## src/rtl/uart_regfile.sv

```systemverilog
// Register bank fed by the UART receiver: turns the ready level into single write
// events, stores bytes in a flop bank, and emits per-register strobes and channel triggers.
module uart_regfile #(
    parameter int         NUM_REGS    = 16,
    parameter int         ADDR_W      = 4,
    parameter logic [7:0] RESET_VALUE = 8'h00,
    parameter logic [1:0] TRIG_SLOT   = 2'd3
) (
    input  logic                  clk,
    input  logic                  rst,
    input  logic [ADDR_W-1:0]     uart_addr,
    input  logic [7:0]            uart_data,
    input  logic                  uart_ready,
    output logic [NUM_REGS*8-1:0] reg_bus,
    output logic [NUM_REGS-1:0]   wr_strobe,
    output logic [3:0]            trig,
    output logic [7:0]            wr_count
);

    logic       ready_d_reg;
    logic       wr_evt;
    logic       trig_hit;
    logic [7:0] count_reg;
    logic [7:0] count_next;

    // Resetting ready_d high stops a ready level that is already up from
    // looking like a fresh edge once reset releases.
    always_ff @(posedge clk) begin
        if (rst) begin
            ready_d_reg <= 1'b1;
        end else begin
            ready_d_reg <= uart_ready;
        end
    end

    assign wr_evt     = uart_ready & ~ready_d_reg;
    assign trig_hit   = wr_evt && (uart_addr[1:0] == TRIG_SLOT);
    assign count_next = count_reg + 8'd1;

    always_ff @(posedge clk) begin
        if (rst) begin
            count_reg <= 8'd0;
        end else if (wr_evt) begin
            count_reg <= count_next;
        end
    end

    assign wr_count = count_reg;

    // One storage byte and strobe flop per register, each decoding its own address.
    generate
        for (genvar gi = 0; gi < NUM_REGS; gi++) begin : g_reg
            logic [7:0] value_reg;
            logic       strobe_reg;
            logic       hit;

            assign hit = wr_evt && (uart_addr == ADDR_W'(gi));

            always_ff @(posedge clk) begin
                if (rst) begin
                    value_reg  <= RESET_VALUE;
                    strobe_reg <= 1'b0;
                end else begin
                    strobe_reg <= hit;
                    if (hit) begin
                        value_reg <= uart_data;
                    end
                end
            end

            assign reg_bus[gi*8 +: 8] = value_reg;
            assign wr_strobe[gi]      = strobe_reg;
        end
    endgenerate

    // Channel n owns addresses 4n..4n+3; the TRIG_SLOT register of that group fires it.
    generate
        for (genvar gi = 0; gi < 4; gi++) begin : g_trig
            logic trig_reg;

            always_ff @(posedge clk) begin
                if (rst) begin
                    trig_reg <= 1'b0;
                end else begin
                    trig_reg <= trig_hit && (uart_addr[3:2] == 2'(gi));
                end
            end

            assign trig[gi] = trig_reg;
        end
    endgenerate

endmodule

```

## config.mk

```make
export PLATFORM = sky130hd
export DESIGN_NAME = uart_regfile
export DESIGN_NICKNAME = d
export VERILOG_FILES = /design/src/rtl/uart_regfile.sv
export SDC_FILE = /design/constraint.sdc
export NUM_CORES = 1
export LEC_CHECK = 0
export CORE_ASPECT_RATIO = 0.9
export CORE_MARGIN = 2
export CORE_UTILIZATION = 43
export CTS_CLUSTER_SIZE = 30
export DETAILED_ROUTE_END_ITERATION = 10
export PLACE_DENSITY = 0.84
export SLEW_MARGIN = 20
export SYNTH_ARGS = -nofsm -noshare
export SYNTH_HDL_FRONTEND = slang
export SYNTH_SLANG_ARGS = --single-unit
export TNS_END_PERCENT = 10
```

## constraint.sdc

```tcl
create_clock -name clk -period 1.4 [get_ports clk]
set_input_delay 0.21 -clock clk [delete_from_list [all_inputs] [get_ports clk]]
set_output_delay 0.21 -clock clk [all_outputs]
set_load 0.01 [all_outputs]
```

==> results.md <==
- Die Span X: 129.5 um
- Grt total ovfl: 0
- Post-route setup TNS: -162.9 ps
- Number of flops mapped to enable cells by yosys: 0
- 1st-iter DRT viols: 562
- Synthesized area per cell: 8.425 um^2
- Synthesis-to-layout area growth: 40.04%
- RSZ-0062 raised after global routing: true
- Final Max Tran Viols: 0
- CTS tree: built
- H-tree Lvls: 4
- Ant diodes: 0
- Worst EP required: 1710 ps
- Height of the die: 117.0 um
- Vias in the first global route: 5322
- Finished Cell Area: 0.008542 mm^2
- Dpl ws: -409.7 ps
- Endpoints failing setup: 16
- CTS Hold Bufs: 0
- Min-delay worst type: in -> reg
- Peak VDD IR: 0.001053 V
- Status: complete, but fails checks
- Clk slew on worst S/H paths: 60 ps
- CP Max Fanout: 36
- Pwr/cell area: 1105 mW/mm^2
- Via density: 5.733
- CP arrival: 1740 ps
- Longest Clk Path Bufs: 2
- Finished Layout Cells: 1048
- Placed Area: 0.008142 mm^2
- Reg2reg setup slack: -30 ps
- WL final: 19.56 mm
- Final Hold Slack: 239.1 ps
- DP HPWL: 11.72 mm
- TritonCTS Buffers: 17
- DR vias: 6008
- Post-synthesis register bit count: 157
- CP endpoint kind: register
- CP Class: reg -> reg
- Footprint of the multi-input gates: 0.002401 mm^2
- Ys Warns: 0
- First-pass GRT wire length: 29.36 mm
- CTS sink count: 157
- Post-route ant nets: 0
- Distinct cells, synth: 36
- Synthesized area: 0.006100 mm^2
- Synth area leaders: dfxtp_1 52%, a21oi_1 11%, nand3_1 11%
- Final Cycle Share: 102.2%
- Share of the synthesized area in the top cell type: 51.53%
- Minimum clock period: 1431 ps
- Starting Density: 43.71%
- Most frequent cells after synthesis: 157 x dfxtp_1, 133 x a21oi_1, 129 x nand3_1
- I/O pin count: 171
- Post-layout worst setup margin: -30.65 ps
- Synth area leader: dfxtp_1
- Global-route usage over all layers: 25.49%
- # fillers: 1223
- Slew margin rel.: 68.14%
- Pleak: 3.559 nW
- FF/Latch Area: 0.003147 mm^2
- Seq/Total Area, Yosys: 51.53%
- Worst setup SP type: register
- DRT Pass-1 Iters: 5
- DRC viols: 0
- Largest net degree at the start of global routing: 41
- Post-Syn Nets: 740
- Max_cap viols: 0
- Fmax: 699.0 MHz
- Port Buf Inserts: 170
- Hold Fails Final Rpt: 0
- Failing checks: negative setup slack
- Share of cells above drive strength 1: 11.46%
- Top-count cell post-synth: dfxtp_1
- DP Cell Count: 1014
- Rows: 41
- Max reg flops: 128
- Core Area: 0.01395 mm^2
- Skew-Pair Late Insertion Delay: 420 ps
- Wire per inst: 18.66 um
- Die ar.: 0.01516 mm^2
- Worst Clk Skew: 6.803 ps
- Synth Flop Type: dfxtp_1
- Synth async-reset ratio: 0%
- Nets: 858
- GP Congestion: 0.8368
- Root buf cell: clkbuf_16
- Synth Instances: 724
- Initial antenna violation count: 0
- Worst slew pin tran: 477.9 ps
-- path summary, 6_finish.rpt --
path,start,endpoint,depth (start not counted)
max reg2reg,ready_d_reg,g_reg[0].value_reg[0],4
min,rst,wr_count[2],2
min reg2reg,g_reg[4].value_reg[7],g_reg[4].value_reg[7],2
max,ready_d_reg,g_reg[0].value_reg[0],4
-- power by group --
group	internal, W	leakage [nW]	total [W]	switching (W)
sequential	0.00449	1.27	0.00450	0.0000123
combinational	0.000246	2.04	0.000662	0.000416
clock	0.00247	0.257	0.00428	0.00181
-- per-layer routing --
metal	track usage [%]	share of wire, %	vias to the layer above
met1	33.30	41	2851
met4	9.534	2.8	0
li1	-	-	2778
met5	0	0	-
met3	8.091	11	43
met2	39.86	45	336
-- logic make-up after synthesis --
kind of cell	count (synthesis)	synth area share, %
compound gates	266	22.11
simple gates	179	16.12
flops	157	51.53
buf+inv	118	9.579
xor+xnor	2	0.2872
mux	1	0.1641
fa+ha+maj	1	0.2051
-- what timing repair did --
item                       in CTS  in global routing
gates resized for setup       165                  7
setup buffers                   0                  1
setup endpoints to repair     186                 63
pin swaps                       0                  1
gates cloned                    0                  1
-- final cells by class --
class                           instances  share of cell area (%)
Tap cell                              193                   2.827
Inverter                                2                 0.08789
Multi-Input combinational cell        449                   28.11
Clock buffer                           20                   5.229
Clock inverter                         12                   1.143
Sequential cell                       157                   36.84
Timing Repair Buffer                  215                   25.77
-- cells in the final DEF (no fill, tap or decap), types with 2 or more instances in the layout --
| master | count |
|---|---|
| o21ai_1 | 31 |
| clkinv_2 | 6 |
| buf_12 | 27 |
| o21ai_2 | 6 |
| or3_1 | 4 |
| a21oi_1 | 133 |
| nand3_1 | 129 |
| nand2b_1 | 2 |
| inv_1 | 2 |
| clkdlybuf4s50_1 | 13 |
| dlygate4sd2_1 | 156 |
| or2_2 | 2 |
| xnor2_1 | 2 |
| clkinvlp_4 | 5 |
| nand4bb_2 | 2 |
| dfxtp_1 | 154 |
| nor3_1 | 18 |
| o21ai_0 | 95 |
| nor2_1 | 3 |
| buf_4 | 17 |
| and4bb_2 | 2 |
| nor2b_2 | 2 |
| nand2_1 | 2 |
| clkbuf_16 | 18 |
| dfxtp_2 | 3 |
| clkbuf_1 | 2 |
| nand4b_1 | 2 |
| nor3_2 | 2 |
-- critical path: stages (launching register included) --
cell and delay [ps]:
dfxtp_2 320, or4b_4 540, buf_12 200, o21ai_0 170
a21oi_1 80
-- metrics by stage --
| step | utilization [%] | power [W] |
|---|---|---|
| 2_1_floorplan | - | 0.004906 |
| 3_3_place_gp | 58.35 | 0.005249 |
| 3_5_place_dp | 58.35 | 0.005254 |
| 4_1_cts | 60.95 | 0.009476 |
| 5_1_grt | 61.22 | 0.009721 |
| 6_report | 61.22 | 0.009440 |
Note: power is estimated with default switching activity, not from simulation.
